File: config.mk
export PLATFORM = sky130hd
export DESIGN_NAME = alu_arbiter
export DESIGN_NICKNAME = d
export VERILOG_FILES = /design/src/rtl/alu_arb_pkg.sv /design/src/rtl/rr_arb2.sv /design/src/rtl/alu_arbiter.sv
export SDC_FILE = /design/constraint.sdc
export NUM_CORES = 1
export LEC_CHECK = 0
export CAP_MARGIN = 5
export CELL_PAD_IN_SITES_DETAIL_PLACEMENT = 1
export CELL_PAD_IN_SITES_GLOBAL_PLACEMENT = 2
export CORE_UTILIZATION = 23
export CTS_CLUSTER_DIAMETER = 200
export DETAILED_ROUTE_END_ITERATION = 10
export PLACE_DENSITY_LB_ADDON = 0.1
export SLEW_MARGIN = 20
export SYNTH_ARGS = -nofsm -noshare
export SYNTH_HDL_FRONTEND = slang
export SYNTH_SLANG_ARGS = --single-unit
File: constraint.sdc
create_clock -name clk -period 3.64 [get_ports clk]
set_input_delay 0.728 -clock clk [delete_from_list [all_inputs] [get_ports clk]]
set_output_delay 0.728 -clock clk [all_outputs]
set_load 0.02 [all_outputs]
File: src/rtl/alu_arb_pkg.sv
// Shared state encoding and constants for the two-port ALU arbiter.
package alu_arb_pkg;

  localparam int unsigned OP_W = 4;
  localparam logic        P0   = 1'b0;
  localparam logic        P1   = 1'b1;

  typedef enum logic [1:0] {
    IDLE,
    ISSUE,
    WAIT,
    RESP
  } state_t;

endpackage

File: src/rtl/rr_arb2.sv
// Two-way round-robin picker: on a tie the port that did not win last time is chosen.
module rr_arb2
  import alu_arb_pkg::*;
(
  input  logic [1:0] req,
  input  logic       last_gnt,
  output logic [1:0] pick,
  output logic       valid
);

  always_comb begin
    pick = req;
    if (req == 2'b11) begin
      pick = (last_gnt == P0) ? 2'b10 : 2'b01;
    end
  end

  assign valid = |req;

endmodule

File: src/rtl/alu_arbiter.sv
// Shares one ALU between two requesters with round-robin arbitration.
// Define ALU_TIMEOUT_EN to add a WAIT-state watchdog that completes with err=1.
module alu_arbiter
  import alu_arb_pkg::*;
#(
  parameter int unsigned DATA_W      = 8,
  parameter int unsigned TIMEOUT_CYC = 16
) (
  input  logic              clk,
  input  logic              rst,
  input  logic              req0,
  input  logic [OP_W-1:0]   op0,
  input  logic [DATA_W-1:0] a0,
  input  logic [DATA_W-1:0] b0,
  output logic              gnt0,
  output logic              done0,
  input  logic              req1,
  input  logic [OP_W-1:0]   op1,
  input  logic [DATA_W-1:0] a1,
  input  logic [DATA_W-1:0] b1,
  output logic              gnt1,
  output logic              done1,
  output logic [DATA_W-1:0] result,
  output logic              err,
  output logic              busy,
  output logic [OP_W-1:0]   alu_op,
  output logic [DATA_W-1:0] alu_a,
  output logic [DATA_W-1:0] alu_b,
  output logic              alu_start,
  input  logic              alu_done,
  input  logic [DATA_W-1:0] alu_result
);

  if (TIMEOUT_CYC < 2) begin : g_bad_timeout
    $error("alu_arbiter: TIMEOUT_CYC must be >= 2");
  end

  state_t     r_state;
  logic       r_sel;
  logic       r_last_gnt;
  logic [1:0] w_pick;
  logic       w_valid;
  logic       w_win;

  rr_arb2 u_rr_arb2 (
    .req      ({req1, req0}),
    .last_gnt (r_last_gnt),
    .pick     (w_pick),
    .valid    (w_valid)
  );

  assign w_win = w_pick[1];

`ifdef ALU_TIMEOUT_EN
  localparam int unsigned CNT_W = $clog2(TIMEOUT_CYC);
  logic [CNT_W-1:0] r_wait_cnt;
`else
  assign err = 1'b0;
`endif

  always_ff @(posedge clk or posedge rst) begin
    if (rst) begin
      r_state    <= IDLE;
      r_sel      <= P0;
      r_last_gnt <= P1;
      gnt0       <= 1'b0;
      gnt1       <= 1'b0;
      done0      <= 1'b0;
      done1      <= 1'b0;
      result     <= '0;
      busy       <= 1'b0;
      alu_op     <= '0;
      alu_a      <= '0;
      alu_b      <= '0;
      alu_start  <= 1'b0;
`ifdef ALU_TIMEOUT_EN
      err        <= 1'b0;
      r_wait_cnt <= '0;
`endif
    end else begin
      gnt0      <= 1'b0;
      gnt1      <= 1'b0;
      done0     <= 1'b0;
      done1     <= 1'b0;
      alu_start <= 1'b0;
`ifdef ALU_TIMEOUT_EN
      err       <= 1'b0;
`endif
      case (r_state)
        IDLE: begin
          if (w_valid) begin
            r_sel     <= w_win;
            alu_op    <= w_win ? op1 : op0;
            alu_a     <= w_win ? a1 : a0;
            alu_b     <= w_win ? b1 : b0;
            gnt0      <= ~w_win;
            gnt1      <= w_win;
            alu_start <= 1'b1;
            busy      <= 1'b1;
            r_state   <= ISSUE;
          end
        end
        ISSUE: begin
`ifdef ALU_TIMEOUT_EN
          r_wait_cnt <= '0;
`endif
          r_state <= WAIT;
        end
        WAIT: begin
          if (alu_done) begin
            result     <= alu_result;
            done0      <= ~r_sel;
            done1      <= r_sel;
            r_last_gnt <= r_sel;
            r_state    <= RESP;
          end
`ifdef ALU_TIMEOUT_EN
          // Watchdog expiry: the 16th (TIMEOUT_CYC-th) WAIT cycle without alu_done
          else if (r_wait_cnt == CNT_W'(TIMEOUT_CYC - 1)) begin
            result     <= '0;
            err        <= 1'b1;
            done0      <= ~r_sel;
            done1      <= r_sel;
            r_last_gnt <= r_sel;
            r_state    <= RESP;
          end else begin
            r_wait_cnt <= r_wait_cnt + CNT_W'(1);
          end
`endif
        end
        RESP: begin
          busy    <= 1'b0;
          r_state <= IDLE;
        end
        default: r_state <= IDLE;
      endcase
    end
  end

endmodule

* After elaboration in Yosys (flattened, before gate mapping)
Index checks and enable logic that the tools add are counted. Widths: inputs -> output; s select.
Word-level totals: register bits 38, input port bits 53, output and inout bits 35, word-level logic and storage cells 48
Operators by class: equal/unequal tests 6, multiplexer cells 20, bitwise logic cells 2, reduce and logical (&&, ||, !) cells 7
Operators with widths (number):
- $mux 8 | 2
- $mux 1 | 11
- $mux 2 | 4
- $pmux 2 s4 | 1
- $reduce_and 2->1 | 4
- $eq 2x2->1 const B | 3
- $mux 4 | 1
- $eq 2x1->1 const B | 1
- $logic_not 2->1 | 1
- $ne 2x1->1 const B | 1
- $ne 2x2->1 const B | 1
- $not 1->1 | 2
- $pmux 1 s2 | 1
- $reduce_bool 2->1 | 1
- $reduce_or 2->1 | 1

* Longest topological paths before layout
Gate-level depths: netlist of the first run.
depth in word-level cells 5, depth in mapped cells 7, depth with buffers taken out 6

* Modules after synthesis
Synthesis of the first run repeated with hierarchy kept, for this count alone.
Unflattened totals: cells, all modules 144, area, all modules 1806.7 um2
Modules (own cells, without submodules):
- alu_arbiter | instances 1, cells an instance 140, area an instance 1781.7 um2, sequential area each 952.2 um2
- rr_arb2 | instances 1, cells an instance 4, area an instance 25.0 um2, sequential area each 0.0 um2

* Least setup slack after synthesis of the first run
Ideal clock, no wire load.
path kind input -> register, start point input port alu_done, end point register result[0], setup time 125 ps, arrival time 1314 ps, required time 3515 ps, path slack 2201 ps, stages 2, path buffers 0, cell sequence nand2_1 mux2_2
On the way: cells in the longest elaborated chain, start to end 1
Ends and longest elaborated chain:
- start, declared | line alu_arbiter.sv:30 | input logic alu_done,
- $reduce_and 2->1 (no source line)
- end signal, assigned | line alu_arbiter.sv:111 | result <= alu_result;
- end, declared | line alu_arbiter.sv:23 | output logic [DATA_W-1:0] result,
No other way between the ends. A chain may end at the register's enable or synchronous reset.

* Worst setup path after layout of the first run
start point input port req0, end point register busy
On the way: cells in the longest elaborated chain, start to end 3
Ends and longest elaborated chain:
- start, declared | line alu_arbiter.sv:11 | input logic req0,
- $reduce_or 2->1 | line rr_arb2.sv:18 | assign valid = |req;
- $ne 2x1->1 (no source line)
- $reduce_and 2->1 (no source line)
- end signal, assigned | line alu_arbiter.sv:71 | busy <= 1'b0;
- end signal, assigned | line alu_arbiter.sv:99 | busy <= 1'b1;
- end signal, assigned | line alu_arbiter.sv:132 | busy <= 1'b0;
- end, declared | line alu_arbiter.sv:25 | output logic busy,
No other way between the ends.

==> summary.txt, run 1 <==
CTS hold repair buffers - 0
Power Internal - 1.323 mW
critical path, cell by cell - clkdlybuf4s50_1, o21ai_2, buf_4, inv_1, o22a_1
CTS tree - yes
Initial Util - 0.2394
Slew Limit Fails - 0
io pins - 88
drt wl/cell - 13.94 um
Clock power frac - 0.140
number of synthesized register bits - 38
CTS clk-pin slew, worst paths - 80 ps
CP Capture Type - register
DRT antenna net count - 0
port bufs - 86
htree depth - 2
vias in the first global route - 1645
CTS Sinks - 38
Clock Path Buffers - 2
CP Class - input pin to register
Area after DPL - 2594 um2
post-CTS sizing - 0
TritonCTS buffer count - 5
via count - 1471
syn nets - 218
Vias/cell - 4.251
final hold vios - 0
Seq/Total Area, Yosys - 0.5822
clk root buf - clkbuf_8
synthesized cell area - 1635 um2
post-layout instance area - 2685 um2
Tmin final - 2215 ps
Crit path largest cell delay - 500 ps
die area - 7451 um2
ANT cells - 0
RSZ-0062 raised after global routing - false
max cap viols - 0
core area - 6832 um2
crit path max fanout - 24
Place WS - 1052 ps
initial antenna violation count - 0
Buf/Inv on CP - 3
final routed DRC violation total - 0
area share of the largest cell type after synthesis - 0.5662
WL final - 4824 um
run status - finished clean
Startpoint Class - input pin
Initial DRC Count - 34
R2R setup slack - 1750 ps
global route overflow - 0
fmax - 0.4514 GHz
GPL Wtd Cong - 0.6597
hold crit path type - register to register
Final Util - 0.3930
minimum hold slack - 465.2 ps
grt met3 use - 0.03429
worst-skew pair later-pin latency - 280 ps
DIE HEIGHT - 86.32 um
Placed Cells - 338
Syn-to-layout area delta - 64.19%
Post-Layout Cell Count - 346
slowest CP cell - clkdlybuf4s50_1
GRT met2 Usage - 0.2338
Worst-Margin Slew - 727.4 ps
GRT Max-Usage Layer - met2
signal arrival time at the worst endpoint - 2390 ps
first-pass GRT wire length - 8148 um
cell count after synthesis - 161
Critical Path RT - 3820 ps
fraction of layout cells with a size suffix above 1 - 0.1000
CP top delay family - buffers and inverters
Total Nets Final - 306
count of cell types in the netlist - 19
NetSw - 0.8229 mW
TNS Setup - 0 ps
IR drop worst, VDD - 0.2488 mV
Synth area leader - dfrtp_1
post-route worst setup slack - 1425 ps
Syn. warnings - 0
sequential share of power - 0.344
placement row count - 30
Leak Pwr - 1.154 nW
Setup Viol. Count Final - 0
post-CTS setup buffers - 0
combinational power share - 0.516
Rel. slew slack - 0.5145
Power Density - 799.2 nW/um2
synthesized area per cell - 10.16 um2
Detail Placement HPWL - 3421 um
switching share of power - 0.3835
first drt pass iteration count - 4
final critical-path share of the clock period - 0.6086
GR Util All Layers - 0.1421
met1 usage in global routing - 0.1843
Clock Skew - 4.024 ps
Synth area leaders - dfrtp_1 (57%), a21oi_1 (13%), mux2_2 (6.2%)
largest net degree at the start of global routing - 25
Die X - 86.32 um
Power Total - 2.146 mW
## kinds of logic (layout without fill, tap and decap cells)
family                     count (synthesis)  count (layout)  share of synthesized area
AOI/OAI and AO/OA                         48              48                     0.1645
buffers and inverters                     15             104                    0.04591
other                                      1               1                   0.002293
muxes                                      9               9                    0.06198
and+or+nand+nor                           46              46                     0.1125
adders and majority gates                  4               4                    0.03061
DFF                                       38              38                     0.5823
## power groups by stage
stage	Combinational [mW]	Sequential (mW)	Clock, mW
5_1_grt	1.21	0.767	0.334
6_report	1.11	0.738	0.300
4_1_cts	1.13	0.743	0.321
3_3_place_gp	1.11	0.746	0
2_1_floorplan	0.389	0.954	0
3_5_place_dp	1.13	0.750	0
## sequential cells by signal (all words and copies together), names as in the netlist
| name | flops |
|---|---|
| done0 | 1 |
| r_sel | 1 |
| gnt1 | 1 |
| result | 8 |
| alu_op | 4 |
| r_last_gnt | 1 |
| alu_a | 8 |
| alu_start | 1 |
| r_state | 2 |
| gnt0 | 1 |
| done1 | 1 |
| busy | 1 |
| alu_b | 8 |
## worst reg2reg max path: cells and delay by family (launching register included)
family	cells	cell delay, ps
compound gates	2	210
fa+ha+maj	1	200
buf+inv	3	900
flops	1	410
simple gates	1	100
## path summary, 6_finish.rpt
kind	start	end	depth (start not counted)
max	req0	busy	5
min	r_sel	done0	1
max reg2reg	r_state[0]	alu_b[6]	7
min reg2reg	r_sel	done0	1
max in group asynchronous	rst	r_last_gnt	3
min in group asynchronous	rst	alu_a[6]	3
## layer usage
metal  vias to the layer above  share of wire  wire, um
met1                       707           0.45      2178
li1                        709              -         -
met2                        49           0.48      2298
met5                         -              0         0
met4                         0         0.0095        46
met3                         6          0.062       301
## cell usage in the layout (no fill, tap or decap)
| cell type | count |
|---|---|
| a21bo_2 | 1 |
| a21boi_2 | 1 |
| a21o_1 | 2 |
| a21oi_1 | 41 |
| and3_1 | 1 |
| buf_4 | 4 |
| clkbuf_1 | 1 |
| clkbuf_8 | 6 |
| clkdlybuf4s50_1 | 86 |
| clkinv_2 | 1 |
| conb_1 | 1 |
| dfrtp_1 | 37 |
| dfstp_2 | 1 |
| ha_1 | 4 |
| inv_1 | 6 |
| mux2_2 | 9 |
| nand2_1 | 21 |
| nor2_1 | 23 |
| nor3b_2 | 1 |
| o21ai_2 | 1 |
| o22a_1 | 1 |
| o32a_1 | 1 |
## Yosys cell counts (all sizes together)
| library cell | instances |
|---|---|
| dfstp | 1 |
| nor3b | 1 |
| nor2 | 23 |
| and3 | 1 |
| a21boi | 1 |
| nand2 | 21 |
| o21ai | 1 |
| o32a | 1 |
| inv | 6 |
| dfrtp | 37 |
| o22a | 1 |
| buf | 9 |
| a21bo | 1 |
| ha | 4 |
| a21oi | 41 |
| conb | 1 |
| a21o | 2 |
| mux2 | 9 |
## layout make-up
| class | instances | area, um2 |
|---|---|---|
| fillers | 766 | 4146 |
| clock inverters | 1 | 5.005 |
| repair buffers | 90 | 890.9 |
| multi-input cells | 108 | 608.1 |
| well taps | 96 | 120.1 |
| flip-flops and latches | 38 | 952.2 |
| clock buffers | 7 | 86.33 |
| inverters | 6 | 22.52 |
Note: power is estimated with default switching activity, not from simulation.
==> run 2: changes to the inputs <==
--- a/config.mk
+++ b/config.mk
@@ -8,7 +8,7 @@
 export CAP_MARGIN = 5
 export CELL_PAD_IN_SITES_DETAIL_PLACEMENT = 1
 export CELL_PAD_IN_SITES_GLOBAL_PLACEMENT = 2
-export CORE_UTILIZATION = 23
+export CORE_UTILIZATION = 20
 export CTS_CLUSTER_DIAMETER = 200
 export DETAILED_ROUTE_END_ITERATION = 10
 export PLACE_DENSITY_LB_ADDON = 0.1
==> constraint.sdc (replaced) <==
create_clock -name clk -period 2 [get_ports clk]
set_input_delay 0.4 -clock clk [delete_from_list [all_inputs] [get_ports clk]]
set_output_delay 0.4 -clock clk [all_outputs]
set_load 0.02 [all_outputs]
==> run 2 against run 1 <==
Net effect: first-iteration DRC count down 68%; register-to-register slack worse by 1300 ps; die area up 15%; sequential power up 82%.
==> summary.txt, run 2 (synthesis gave the netlist of run 1 again) <==
cells on worst reg2reg path - 5 (-2)
Slew Limit Fails - 0 (unchanged)
hold crit path type - input pin to async pin
Total Nets Final - 307 (+0.33%)
NetSw - 1.516 mW (+84%)
clk root buf - clkbuf_8
Setup Viol. Count Final - 0 (unchanged)
# fillers - 917 (+20%)
via count - 1486 (+1.0%)
crit path max fanout - 2 (-92%)
Clock power frac - 0.131 (-0.009)
signal arrival time at the worst endpoint - 1270 ps (-1120 ps)
registers with the most flip-flops - alu_a (8), alu_b (8), result (8)
critical path, cell by cell - clkdlybuf4s50_1
CP Class - register to output pin
sequential share of power - 0.340 (-0.004)
port bufs - 86 (unchanged)
post-CTS sizing - 0 (unchanged)
Clock Path Buffers - 2 (unchanged)
Initial Util - 0.2095 (-0.02992)
CP Capture Type - output pin
io pins - 88 (unchanged)
GPL Wtd Cong - 0.7592 (+15%)
core area - 7807 um2 (+14%)
final routed DRC violation total - 0 (unchanged)
Syn-to-layout area delta - 66.72%
Vias/cell - 4.210 (-0.98%)
CTS hold repair buffers - 0 (unchanged)
RSZ-0062 raised after global routing - false
Clock Skew - 6.279 ps (+2.256 ps)
Die X - 92.43 um (+7.1%)
first drt pass iteration count - 2 (-2)
die area - 8542 um2 (+15%)
global route overflow - 0 (unchanged)
worst-skew pair later-pin latency - 290 ps (about the same)
CTS Sinks - 38 (unchanged)
largest net degree at the start of global routing - 39 (+56%)
Crit path largest cell delay - 620 ps (+120 ps)
first-pass GRT wire length - 8576 um (+5.3%)
Final Util - 0.3492 (-0.04384)
TNS Setup - 0 ps (unchanged)
WL final - 5092 um (+5.6%)
CTS clk-pin slew, worst paths - 70 ps (about the same)
DRT antenna net count - 0 (unchanged)
ANT cells - 0 (unchanged)
vias in the first global route - 1744 (+6.0%)
most common cell after layout, fill and taps aside - clkdlybuf4s50_1
combinational power share - 0.529 (+0.013)
Detail Placement HPWL - 3606 um (+5.4%)
register area - 952.2 um2 (unchanged)
post-CTS setup buffers - 0 (unchanged)
Power Internal - 2.423 mW (+83%)
drt wl/cell - 14.42 um (+3.5%)
Leak Pwr - 1.159 nW (+0.45%)
final critical-path share of the clock period - 0.8346
Critical Path RT - 1600 ps (-2220 ps)
multi-input logic area - 608.1 um2 (unchanged)
Tmin final - 1669 ps
Power Density - 1445 nW/um2 (+81%)
most frequent cells in the layout - clkdlybuf4s50_1 (86), a21oi_1 (41), dfrtp_1 (37), nor2_1 (23), nand2_1 (21)
Startpoint Class - register
switching share of power - 0.3849 (+0.001449)
DIE HEIGHT - 92.43 um (+7.1%)
GR Util All Layers - 0.1308 (-0.01131)
CP top delay family - buffers and inverters
TritonCTS buffer count - 5 (unchanged)
Stages on worst setup path - 1 (-4)
fraction of layout cells with a size suffix above 1 - 0.09562 (-0.004382)
run status - finished clean
final hold vios - 0 (unchanged)
fmax - 0.5991 GHz
placement row count - 32 (+6.7%)
IR drop worst, VDD - 0.6017 mV (+140%)
Buf/Inv on CP - 1 (-2)
slowest CP cell - clkdlybuf4s50_1
CTS tree - yes
initial antenna violation count - 0 (unchanged)
Power Total - 3.939 mW (+84%)
Initial DRC Count - 11 (-68%)
max cap viols - 0 (unchanged)
htree depth - 2 (unchanged)
run 2: cell types whose count changed in the layout (fill, tap and decap cells not counted), sizes merged:
cell	previous run	this run
buf	4	5
clkbuf	7	8
inv	6	5
run 2: power groups by stage:
stage	clock network [mW]	logic, mW	registers (mW)
floorplan	0	0.708	1.74
global placement	0	2.11	1.35
detailed placement	0	2.12	1.36
CTS	0.554	2.12	1.35
global route	0.582	2.27	1.40
finish	0.517	2.08	1.34
run 2: final cells by class:
| type | count | share of cell area |
|---|---|---|
| repair buffers | 91 | 0.3433 |
| flip-flops and latches | 38 | 0.3492 |
| multi-input cells | 108 | 0.2230 |
| well taps | 102 | 0.04681 |
| clock buffers | 8 | 0.02937 |
| inverters | 6 | 0.008261 |
run 2: worst paths after layout:
path | from | end | slack, ps
max in group asynchronous | rst | r_last_gnt | 1290
setup reg to reg | r_state[0] | r_state[1] | 430
hold / removal | rst | result[3] | 440
hold reg to reg | r_sel | done0 | 470
min in group clk | r_sel | done0 | 470
setup / recovery | alu_a[4] | alu_a[4] | 330
run 2: routing by layer:
metal,vias up,part of all wire,global-route usage
met4,0,0.011,0.03906
met1,716,0.43,0.1564
met2,56,0.48,0.2228
li1,709,-,-
met5,-,0,0
met3,5,0.084,0.04187
run 2: through the flow:
stage | area, um2 | std cells | hold WS [ps] | setup slack (ps)
final | 2726 | 353 | 439.7 | 330.9
after global routing | 2726 | 353 | 465.2 | 258.8
after CTS | 2726 | 353 | 444.4 | 307.1
after detailed placement | 2646 | 345 | 469.9 | 122.9
after global placement | 2646 | 345 | 465.1 | 156.6
after floorplan | 1635 | 161 | 418.0 | 602.6
==> run 3: changes to the inputs <==
--- a/config.mk
+++ b/config.mk
@@ -8,7 +8,7 @@
 export CAP_MARGIN = 5
 export CELL_PAD_IN_SITES_DETAIL_PLACEMENT = 1
 export CELL_PAD_IN_SITES_GLOBAL_PLACEMENT = 2
-export CORE_UTILIZATION = 20
+export CORE_UTILIZATION = 22
 export CTS_CLUSTER_DIAMETER = 200
 export DETAILED_ROUTE_END_ITERATION = 10
 export PLACE_DENSITY_LB_ADDON = 0.1
==> constraint.sdc (replaced) <==
create_clock -name clk -period 1.6 [get_ports clk]
set_input_delay 0.32 -clock clk [delete_from_list [all_inputs] [get_ports clk]]
set_output_delay 0.32 -clock clk [all_outputs]
set_load 0.02 [all_outputs]
==> run 3 against run 2 <==
Net effect: clock power grew 55%; final cell count grew 1.1%; die area shrank 8.9%; via count shrank 1.6%; register-to-register slack lost 340 ps; flip-flop and latch count is the same; critical path depth is the same; global-route usage grew 0.19 points; sequential share of layout area shrank 2.1 points; design area grew 6.3%.
==> summary.txt, run 3 (synthesis gave the netlist of run 1 again) <==
run status - finished clean
Place WS - -44.08 ps (-167.0 ps)
Crit path largest cell delay - 610 ps (about the same)
CTS hold repair buffers - 0 (unchanged)
final critical-path share of the clock period - 0.9759
grt met3 use - 0.03358 (-0.008290)
most frequent cells in the layout - clkdlybuf4s50_1 (60), a21oi_1 (41), dfrtp_1 (37), dlymetal6s2s_1 (24), nor2_1 (23)
ANT cells - 0 (unchanged)
GR Util All Layers - 0.1327 (+0.001881)
R2R setup slack - 90 ps (-340 ps)
multi-input logic area - 608.1 um2 (unchanged)
drt wl/cell - 13.66 um (-5.3%)
Total Nets Final - 314 (+2.3%)
worst r2r dst - r_state[1]
NetSw - 1.899 mW (+25%)
Power Internal - 3.226 mW (+33%)
slowest CP cell - clkdlybuf4s50_1
minimum hold slack - 381.3 ps (-58.38 ps)
TritonCTS buffer count - 5 (unchanged)
CP Capture Type - output pin
io pins - 88 (unchanged)
Initial Util - 0.2267 (+0.01722)
critical path, cell by cell - clkdlybuf4s50_1
hold crit path type - input pin to async pin
GRT Max-Usage Layer - met2
CP top delay family - buffers and inverters
# fillers - 825 (-10%)
met1 usage in global routing - 0.1852 (+0.02880)
WL final - 4877 um (-4.2%)
GRT met2 Usage - 0.2049 (-0.01794)
vias in the first global route - 1543 (-12%)
IR drop worst, VDD - 0.7317 mV (+22%)
CP Class - register to output pin
max cap viols - 0 (unchanged)
Area after DPL - 2733 um2 (+3.3%)
crit path max fanout - 2 (unchanged)
largest net degree at the start of global routing - 39 (unchanged)
htree depth - 2 (unchanged)
signal arrival time at the worst endpoint - 1240 ps (-30 ps)
most common cell after layout, fill and taps aside - clkdlybuf4s50_1
fraction of layout cells with a size suffix above 1 - 0.1318 (+0.03617)
Die X - 88.22 um (-4.6%)
Clock power frac - 0.156 (+0.025)
port bufs - 86 (unchanged)
Syn-to-layout area delta - 77.28%
GPL Wtd Cong - 0.6266 (-17%)
post-route worst setup slack - 38.61 ps (-292.2 ps)
register area - 952.2 um2 (unchanged)
CTS Sinks - 38 (unchanged)
reg2reg start - r_state[0]
Clock Skew - 4.704 ps (-1.575 ps)
Startpoint Class - register
Initial DRC Count - 25 (+14)
initial antenna violation count - 0 (unchanged)
worst-skew pair later-pin latency - 280 ps (about the same)
final routed DRC violation total - 0 (unchanged)
via count - 1462 (-1.6%)
post-CTS sizing - 2 (+2)
first drt pass iteration count - 4 (+2)
Power Density - 1768 nW/um2 (+22%)
Clock Path Buffers - 2 (unchanged)
final hold vios - 0 (unchanged)
placement row count - 31 (-3.1%)
Setup Viol. Count Final - 0 (unchanged)
fmax - 0.6405 GHz
Tmin final - 1561 ps
cells on worst reg2reg path - 5 (unchanged)
Slew Limit Fails - 0 (unchanged)
DRT antenna net count - 0 (unchanged)
post-layout instance area - 2899 um2 (+6.3%)
sequential share of power - 0.324 (-0.016)
post-CTS setup buffers - 0 (unchanged)
CTS tree - yes
Leak Pwr - 1.424 nW (+23%)
Detail Placement HPWL - 3475 um (-3.6%)
core area - 7214 um2 (-7.6%)
clk root buf - clkbuf_8
switching share of power - 0.3706 (-0.01430)
Critical Path RT - 1280 ps (-320 ps)
global route overflow - 0 (unchanged)
first-pass GRT wire length - 7797 um (-9.1%)
registers with the most flip-flops - alu_a (8), alu_b (8), result (8)
Buf/Inv on CP - 1 (unchanged)
DIE HEIGHT - 88.22 um (-4.6%)
Vias/cell - 4.095 (-2.7%)
die area - 7782 um2 (-8.9%)
CTS clk-pin slew, worst paths - 80 ps (about the same)
combinational power share - 0.519 (-0.010)
run 3: cell count changes in the layout (fill, tap and decap cells not counted), sizes merged:
cell | before | now
clkinv | 1 | 2
dlymetal6s2s | 0 | 24
clkbuf | 8 | 5
dlygate4sd2 | 0 | 2
inv | 5 | 6
buf | 5 | 12
bufinv | 0 | 1
clkdlybuf4s50 | 86 | 60
run 3: power groups by stage:
stage                     Clock (mW)  Combinational (mW)  Sequential (mW)
after floorplan                    0               0.885             2.17
after global placement             0                2.76             1.70
after detailed placement           0                2.79             1.70
after CTS                      0.839                2.78             1.69
after global routing           0.883                2.91             1.74
final                          0.801                2.66             1.66
run 3: through the flow:
stage               cells    util  power, mW  TNS, ps
finish                357  0.4018      5.125        0
floorplan             161       -      3.055        0
global route          357  0.4018      5.531   -15.83
CTS                   357  0.3935      5.309        0
detailed placement    349  0.3788      4.488   -389.2
global placement      349  0.3788      4.468   -91.99
run 3: layer usage:
layer,part of all wire,wire length (um),vias up
met5,0,0,-
met4,0.0059,29,0
met3,0.062,303,2
met2,0.45,2203,51
met1,0.48,2341,683
li1,-,-,726
run 3: final cells by class:
| class | count | share of cell area |
|---|---|---|
| inverters | 6 | 0.007769 |
| clock buffers | 5 | 0.02374 |
| multi-input cells | 108 | 0.2098 |
| clock inverters | 3 | 0.01381 |
| flip-flops and latches | 38 | 0.3284 |
| well taps | 99 | 0.04273 |
| repair buffers | 98 | 0.3738 |
run 3: worst max path at each step:
stage          cells past startpoint         end  slack, ps  startpoint
6_report                           1   result[3]         40   result[3]
5_1_grt                            1   result[3]        -20   result[3]
4_1_cts                            1   result[2]          2   result[2]
3_5_place_dp                       4  r_state[1]        -40        req0
3_3_place_gp                       6   alu_op[3]        -10        req0
2_1_floorplan                      5  r_state[1]        200  r_state[0]
